<file path="src/rtl/fp_mul_pkg.sv">
// Shared types and constants for the FP multiplier issuer.
// Contents:
//   FP_WIDTH  - IEEE754 single-precision width.
//   FP_QNAN   - quiet NaN that is reported for an operation that timed out.
//   fp_mul_state_e - issuer FSM states.
//   sat_inc8  - 8-bit saturating increment.
package fp_mul_pkg;

   localparam int FP_WIDTH = 32;
   localparam logic [FP_WIDTH-1:0] FP_QNAN = 32'h7FC0_0000;

   // The ST_ prefix keeps the literals clear of the issuer's GAP parameter.
   typedef enum logic [1:0] {
      ST_IDLE  = 2'd0,
      ST_ISSUE = 2'd1,
      ST_WAIT  = 2'd2,
      ST_GAP   = 2'd3
   } fp_mul_state_e;

   function automatic logic [7:0] sat_inc8(input logic [7:0] v);
      return (v == 8'hFF) ? v : v + 8'd1;
   endfunction

endpackage

</file>
<file path="src/rtl/fp_mul_rsp_fifo.sv">
// Response FIFO for the FP multiplier issuer.
// Synchronous, first-word fall-through: the head entry is visible on 'head'
// whenever 'not_empty' is high. 'head' reads as zero while the FIFO is empty.
// Ports:
//   clk, rst              - clock, asynchronous active-high reset (flushes)
//   push, push_data       - write one entry (ignored when full without a pop)
//   pop                   - drop the head entry (ignored when empty)
//   head, not_empty, count - head entry, occupancy flag and occupancy count
module fp_mul_rsp_fifo #(
   parameter int W     = 33,
   parameter int DEPTH = 4
) (
   input  logic                       clk,
   input  logic                       rst,
   input  logic                       push,
   input  logic [W-1:0]               push_data,
   input  logic                       pop,
   output logic [W-1:0]               head,
   output logic                       not_empty,
   output logic [$clog2(DEPTH+1)-1:0] count
);

   localparam int AW = $clog2(DEPTH);
   localparam int CW = $clog2(DEPTH+1);

   logic [W-1:0]  mem [DEPTH];
   logic [AW-1:0] wr_ptr;
   logic [AW-1:0] rd_ptr;
   logic          do_push;
   logic          do_pop;

   assign not_empty = (count != '0);
   assign do_pop    = pop && not_empty;
   // A simultaneous pop frees the slot the push writes into.
   assign do_push   = push && ((count != CW'(DEPTH)) || do_pop);
   assign head      = not_empty ? mem[rd_ptr] : '0;

   always_ff @(posedge clk) begin
      if (do_push) mem[wr_ptr] <= push_data;
   end

   always_ff @(posedge clk or posedge rst) begin
      if (rst) begin
         wr_ptr <= '0;
         rd_ptr <= '0;
         count  <= '0;
      end else begin
         if (do_push) wr_ptr <= wr_ptr + 1'b1;
         if (do_pop)  rd_ptr <= rd_ptr + 1'b1;
         case ({do_push, do_pop})
            2'b10:   count <= count + 1'b1;
            2'b01:   count <= count - 1'b1;
            default: count <= count;
         endcase
      end
   end

endmodule

</file>
<file path="src/rtl/fp_mul_issuer.sv">
// Initiator for the in_rdy/res_rdy handshake of an FP multiplier core.
// Takes operand pairs from a request port, issues one multiply at a time,
// holds the operands stable, and queues each result (or a timeout NaN) in a
// response FIFO.
// Handshake rule for req_* and rsp_*: a transfer happens on a rising clk edge
// where valid and ready are both high; ready never depends on valid.
// Ports:
//   clk, rst                        - clock, asynchronous active-high reset
//   req_valid/req_ready/req_op1/2   - operand request port
//   rsp_valid/rsp_ready/rsp_res/err - response port (FIFO head)
//   mul_op1/2, mul_in_rdy           - operands and start pulse to the core
//   mul_res, mul_res_rdy            - result and completion strobe from core
//   busy                            - FSM not idle
//   stray_cnt                       - saturating count of unexpected strobes
//   dbg_state                       - current FSM state
module fp_mul_issuer
   import fp_mul_pkg::*;
#(
   parameter int WIDTH   = 32,
   parameter int DEPTH   = 4,
   parameter int TIMEOUT = 64,
   parameter int GAP     = 1
) (
   input  logic             clk,
   input  logic             rst,
   input  logic             req_valid,
   output logic             req_ready,
   input  logic [WIDTH-1:0] req_op1,
   input  logic [WIDTH-1:0] req_op2,
   output logic             rsp_valid,
   input  logic             rsp_ready,
   output logic [WIDTH-1:0] rsp_res,
   output logic             rsp_err,
   output logic [WIDTH-1:0] mul_op1,
   output logic [WIDTH-1:0] mul_op2,
   output logic             mul_in_rdy,
   input  logic [WIDTH-1:0] mul_res,
   input  logic             mul_res_rdy,
   output logic             busy,
   output logic [7:0]       stray_cnt,
   output fp_mul_state_e    dbg_state
);

   localparam int TW = $clog2(TIMEOUT+1);
   localparam int GW = $clog2(GAP+1);
   localparam int CW = $clog2(DEPTH+1);

   fp_mul_state_e state;
   fp_mul_state_e state_nxt;
   logic [TW-1:0] tcnt;
   logic [GW-1:0] gcnt;
   logic [CW-1:0] fifo_count;
   logic          rst_done;
   logic          push;
   logic          push_err;
   logic [WIDTH:0] push_data;
   logic [WIDTH:0] head;

   // rst_done keeps req_ready low until the first edge after reset release.
   assign req_ready  = rst_done && (state == ST_IDLE) && (fifo_count < CW'(DEPTH));
   assign mul_in_rdy = (state == ST_ISSUE);
   assign busy       = (state != ST_IDLE);
   assign dbg_state  = state;
   assign push_data  = push_err ? {1'b1, WIDTH'(FP_QNAN)} : {1'b0, mul_res};
   assign rsp_err    = head[WIDTH];
   assign rsp_res    = head[WIDTH-1:0];

   always_comb begin
      state_nxt = state;
      push      = 1'b0;
      push_err  = 1'b0;
      case (state)
         ST_IDLE:  if (req_valid && req_ready) state_nxt = ST_ISSUE;
         ST_ISSUE: state_nxt = ST_WAIT;
         ST_WAIT: begin
            // A strobe on the timeout cycle still counts as a real result.
            if (mul_res_rdy) begin
               push      = 1'b1;
               state_nxt = ST_GAP;
            end else if (tcnt == TW'(TIMEOUT)) begin
               push      = 1'b1;
               push_err  = 1'b1;
               state_nxt = ST_GAP;
            end
         end
         ST_GAP:   if (gcnt == GW'(GAP)) state_nxt = ST_IDLE;
         default:  state_nxt = ST_IDLE;
      endcase
   end

   always_ff @(posedge clk or posedge rst) begin
      if (rst) begin
         state     <= ST_IDLE;
         rst_done  <= 1'b0;
         tcnt      <= '0;
         gcnt      <= '0;
         stray_cnt <= '0;
         mul_op1   <= '0;
         mul_op2   <= '0;
      end else begin
         state    <= state_nxt;
         rst_done <= 1'b1;
         if (state == ST_IDLE && state_nxt == ST_ISSUE) begin
            mul_op1 <= req_op1;
            mul_op2 <= req_op2;
         end
         // Both counters start at 1 on the first cycle of their state.
         if (state == ST_ISSUE)     tcnt <= TW'(1);
         else if (state == ST_WAIT) tcnt <= tcnt + 1'b1;
         if (state == ST_WAIT)      gcnt <= GW'(1);
         else if (state == ST_GAP)  gcnt <= gcnt + 1'b1;
         if (mul_res_rdy && state != ST_WAIT) stray_cnt <= sat_inc8(stray_cnt);
      end
   end

   fp_mul_rsp_fifo #(
      .W     (WIDTH+1),
      .DEPTH (DEPTH)
   ) u_rsp_fifo (
      .clk       (clk),
      .rst       (rst),
      .push      (push),
      .push_data (push_data),
      .pop       (rsp_ready),
      .head      (head),
      .not_empty (rsp_valid),
      .count     (fifo_count)
   );

endmodule

</file>
<file path="config.mk">
export PLATFORM = sky130hd
export DESIGN_NAME = fp_mul_issuer
export DESIGN_NICKNAME = d
export VERILOG_FILES = /design/src/rtl/fp_mul_pkg.sv /design/src/rtl/fp_mul_rsp_fifo.sv /design/src/rtl/fp_mul_issuer.sv
export SDC_FILE = /design/constraint.sdc
export NUM_CORES = 1
export LEC_CHECK = 0
export CORE_MARGIN = 3
export CORE_UTILIZATION = 54
export DETAILED_ROUTE_END_ITERATION = 6
export GPL_TIMING_DRIVEN = 0
export PLACE_DENSITY = 0.95
export SLEW_MARGIN = 5
export SYNTH_ARGS = -nofsm -noshare
export SYNTH_HDL_FRONTEND = slang
export SYNTH_HIERARCHICAL = 1
export SYNTH_SLANG_ARGS = --single-unit
export TNS_END_PERCENT = 1
</file>
<file path="constraint.sdc">
create_clock -name clk -period 8 [get_ports clk]
set_clock_uncertainty 0.05 [all_clocks]
set_input_delay 0.8 -clock clk [delete_from_list [all_inputs] [get_ports clk]]
set_output_delay 0.8 -clock clk [all_outputs]
set_load 0.1 [all_outputs]
</file>
* After elaboration in Yosys (flattened, before gate mapping)
Memories as Yosys holds them, arrays and structs flattened.
Cells that the tools add are included.
** Word-level totals
- Register bits after elaboration :: 90
- Bits in writable memories :: 132
- Input port bits :: 101
- Output and inout bits :: 111
- Logic and storage cells :: 64
- Memories kept :: 1
** Cells by class
- Add/subtract/negate cells :: 7
- Magnitude comparators :: 1
- Equality and inequality tests :: 10
- Mux-type cells :: 19
- Bitwise gates (word level) :: 1
- Reductions and logical operators :: 15
** Memory list
- u_rsp_fifo.mem :: words 4, width 33, rd ports 1, clocked after memory_dff 0, write ports 1, RTL line fp_mul_rsp_fifo.sv:26 : logic [W-1:0] mem [DEPTH];
** Operators with widths (count)
- $mux 33 :: 2
- $mux 7 :: 2
- $mux 1 :: 9
- $add 8x1->8 const B :: 1
- $eq 8x8->1 const B :: 1
- $mux 2 :: 4
- $pmux 2 s4 :: 1
- $reduce_bool 2->1 :: 4
- $add 7x1->7 const B :: 1
- $eq 7x7->1 const B :: 1
- $logic_and 1x1->1 :: 7
- $eq 2x1->1 const B :: 3
- $eq 2x2->1 const B :: 3
- $pmux 3 s2 :: 1
- $add 2x1->2 const B :: 2
- $add 3x1->3 const B :: 1
- $lt 3x3->1 const B :: 1
- $ne 3x3->1 const B :: 1
- $reduce_bool 3->1 :: 1
- $sub 3x1->3 const B :: 1
- $logic_not 2->1 :: 1
- $ne 2x2->1 const B :: 1
- $reduce_and 2->1 :: 1
- $add 1x1->1 const B :: 1
- other kinds (2) :: 2

* Longest topological paths before layout
- Depth in word-level cells :: 8
- Gate-level depth with buffers :: 12
- Depth with buffers taken out :: 11

* Cells and area by module
The synthesis kept the hierarchy.
** By module, submodules not included
- fp_mul_rsp_fifo :: instances 1, cells each 264, area each 5529.1 µm², seq. area each 4139.0 µm²
- fp_mul_issuer :: instances 1, cells each 273, area each 3913.8 µm², seq. area each 2077.0 µm²

* Worst setup path before layout
OpenSTA, ideal clock, no wires.
- Path kind :: register -> output
- Start :: register state[0], in the netlist dbg_state[0]
- End :: output port req_ready
- Arrival :: 3.993 ns
- Required time :: 7.150 ns
- Slack :: 3.157 ns
- Stages on the path, launching flop included :: 5
- Path buffers :: 0
- Cell sequence :: dfrtp_1 inv_1 ha_1 inv_1 nor3b_1
** Between the ends
- Cells in the longest elaborated chain, start to end :: 3
** RTL lines
- from (decl) :: RTL line fp_mul_issuer.sv:48 : fp_mul_state_e state;
- from (signal assigned) :: RTL line fp_mul_issuer.sv:101 : state <= state_nxt;
- $logic_not 2->1 :: RTL line fp_mul_issuer.sv:60 : assign req_ready = rst_done && (state == ST_IDLE) && (fifo_count < CW'(DEPTH));
- $logic_and 1x1->1 (2 in series) :: RTL line fp_mul_issuer.sv:60
- to (decl) :: RTL line fp_mul_issuer.sv:27 : output logic req_ready,
No other way between the ends.

* Worst setup path after layout
- Start :: register u_rsp_fifo.count[2]
- End :: output port rsp_res[29]
** Between the ends
- Cells in the longest elaborated chain, start to end :: 2
** RTL lines
- from (decl) :: RTL line fp_mul_rsp_fifo.sv:20 : output logic [$clog2(DEPTH+1)-1:0] count
- from (signal assigned) :: RTL line fp_mul_rsp_fifo.sv:51 : 2'b10: count <= count + 1'b1;
- from (signal assigned) :: RTL line fp_mul_rsp_fifo.sv:52 : 2'b01: count <= count - 1'b1;
- from (signal assigned) :: RTL line fp_mul_rsp_fifo.sv:53 : default: count <= count;
- $reduce_bool 3->1 :: RTL line fp_mul_rsp_fifo.sv:32 : assign not_empty = (count != '0);
- $mux 33 :: RTL line fp_mul_rsp_fifo.sv:36 : assign head = not_empty ? mem[rd_ptr] : '0;
- to (decl) :: RTL line fp_mul_issuer.sv:32 : output logic [WIDTH-1:0] rsp_res,
No other way between the ends.

==> impl_results.md <==
- # Max-Cap Violations: 0
- Post-CTS Setup Repair Bufs: 0
- Die X: 138 microns
- WL final: 20,800 microns
- CP max stage cell: clkdlybuf4s50_1
- Total grt overflow: 0
- Root buffer cell: clkbuf_16
- Slew @ Worst Pin: 1040 ps
- Vias: 5,443
- Period utilisation layout: 50.0%
- Crit path max-delay family: buffers and inverters
- Via-per-instance ratio: 5.39
- Critical Path Stages: 5
- Row cnt: 47
- CP Max Fanout: 10
- Global placement routability congestion: 0.806
- Mapped Area: 0.00944 sq mm
- DR iter-0 viols: 304
- Routed Antenna Nets: 0
- Worst-skew pair later-pin latency: 480 ps
- Post-Syn Instances: 537
- Top area cells in the synthesized netlist: edfxtp_1, dfrtp_1, mux2_4
- DRC: 0
- Final Hold Vio Count: 0
- Area delta synth->final: 33.7%
- Vias in the first global route: 6,057
- Pre-Repair DR Iteration Count: 5
- DP HPWL: 14,400 microns
- Hold Crit Class: register to register
- Buffers and inverters on the worst path: 3
- Port bufs: 210
- Synthesis warning total: 6
- Final Slew Violations: 0
- Max H-tree Level: 1
- Fraction of registers with async set/reset: 40.5%
- Critical path type: register to output port
- Fmax: 250 MHz
- Syn nets: 651
- Worst Reg2Reg Path Length in Cells: 10
- Clk buf depth: 3
- R2r setup slk: 4600 ps
- Resized cells post-CTS: 0
- Io pins: 212
- Core area: 0.0168 sq mm
- Syn Area/Cell: 17.6 sq um
- Initial antenna violation count: 1
- Post-synth top area share: 42.0%
- Initial Util: 56.1%
- Worst setup path endpoint: rsp_res[29]
- Layout cells sized above 1: 21.4%
- Main flop type after synthesis: edfxtp_1
- Reg clk slew, reported paths: 60 ps
- Pin count of the biggest net entering global routing: 73
- Most common cell after layout, fill and taps aside: clkdlybuf4s50_1
- Die height: 138 microns
- Highest-count cells in the layout ignoring fill and taps: clkdlybuf4s50_1, edfxtp_1, dfrtp_1
- First-pass GRT wire length: 34,000 microns
- RSZ-0062 raised after global routing: false
- Sequential-to-total area share from yosys stat: 65.8%
- Crit path launch: u_rsp_fifo/count[2]
- DIE AREA: 0.0191 sq mm
- CP endpoint kind: output port
- WP data arrival: 3150 ps
- Final setup TNS: 0 ps
- Nets@finish: 889
- Worst path max stage delay: 1150 ps
- # clock sinks: 222
- CTS buffer count: 21
- Critical path launch point type: register
- CTS tree: yes
- Hold Slack: 449 ps
- Flops & latches, synth: 222
- Status: finished, final reports clean
- CP required: 7150 ps
- Yosys top cell by area: edfxtp_1
- Setup violations, final: 0
- R2r startpoint: dbg_state[0]
- GRT Resource Usage Total: 22.1%
- Reg2Reg Capture Point: u_rsp_fifo/mem[1][31]
- Hold-fix buffers, CTS: 0
- Relative slew slack: 30.6%
- Minimum clock period after layout: 4000 ps
- Critical Path, Cell by Cell: or3_1, buf_2, clkbuf_1, and2_1, clkdlybuf4s50_1
- Post-synth cell types: 45
- Post-synth EDFFs: 132
- Drt wl/cell: 20.6 microns
flip-flops by register name (all words and copies together) (netlist names), 2 cells and up:
name / cells
tcnt: 7
dbg_state: 2
u_rsp_fifo/mem: 132
mul_op2: 32
u_rsp_fifo/rd_ptr: 2
u_rsp_fifo/wr_ptr: 2
stray_cnt: 8
u_rsp_fifo/count: 3
mul_op1: 32
final cells by class:
cell class / count / area, sq um
clock buffer: 29 / 611
tap: 220 / 275
sequential: 222 / 6220
multi-input combinational: 275 / 2910
inverter: 15 / 58.8
antenna: 1 / 2.50
timing repair buffer: 215 / 2220
buffer: 25 / 268
clock inverter: 8 / 65.1
fill: 970 / 4190
Yosys cell counts (3+ instances only):
cell,number
mux4_1,5
or2_2,9
nor2_1,11
nand4_1,3
buf_12,9
inv_1,15
nand2_1,16
and2_1,37
ha_1,12
xnor2_1,10
xor2_1,4
nand3_1,9
mux2_2,6
clkbuf_1,6
o21ai_0,6
buf_2,6
nor2b_1,26
mux4_2,28
dfrtp_1,90
a21oi_1,6
edfxtp_1,132
mux2_4,60
cell families (layout without fill, tap and decap cells):
family	count (synthesis)	in the layout	synth area share, %
flip-flops	222	222	65.8
AND/OR/NAND/NOR	124	124	7.54
multiplexers	99	99	18.3
buffers and inverters	40	292	3.43
AO/OA/AOI/OAI	24	24	1.74
XOR/XNOR	14	14	1.30
adder cells (fa/ha/maj)	13	13	1.80
other	1	2	0.0397
worst min path at each step:
| stage | cells past startpoint | start | end |
|---|---|---|---|
| after floorplan | 1 | tcnt[6] | tcnt[6] |
| after global placement | 1 | stray_cnt[7] | stray_cnt[7] |
| after detailed placement | 1 | mul_op2[25] | mul_op2[25] |
| after CTS | 1 | stray_cnt[7] | stray_cnt[7] |
| after global routing | 1 | stray_cnt[7] | stray_cnt[7] |
| final | 1 | stray_cnt[7] | stray_cnt[7] |
stage by stage:
stage | instances | util [%] | worst slack, ps | cell area (sq um)
floorplan | 537 | - | 3160 | 9440
global placement | 967 | 70.3 | 3860 | 11800
detailed placement | 972 | 71.1 | 4480 | 12000
CTS | 1009 | 75.1 | 3960 | 12600
global route | 1010 | 75.1 | 3820 | 12600
finish | 1010 | 75.1 | 4000 | 12600
metal layers:
metal  GRT usage, %  share of wire (%)  vias to the layer above
li1               -                  -                     2460
met1           27.6                 38                     2706
met2           38.7                 52                      256
met3           6.25                8.4                       21
met4           5.30                1.3                        0
met5              0                  0                        -
Power is not shown: default switching activity piles up to over one toggle a cycle in this logic, so the estimate is an artifact.
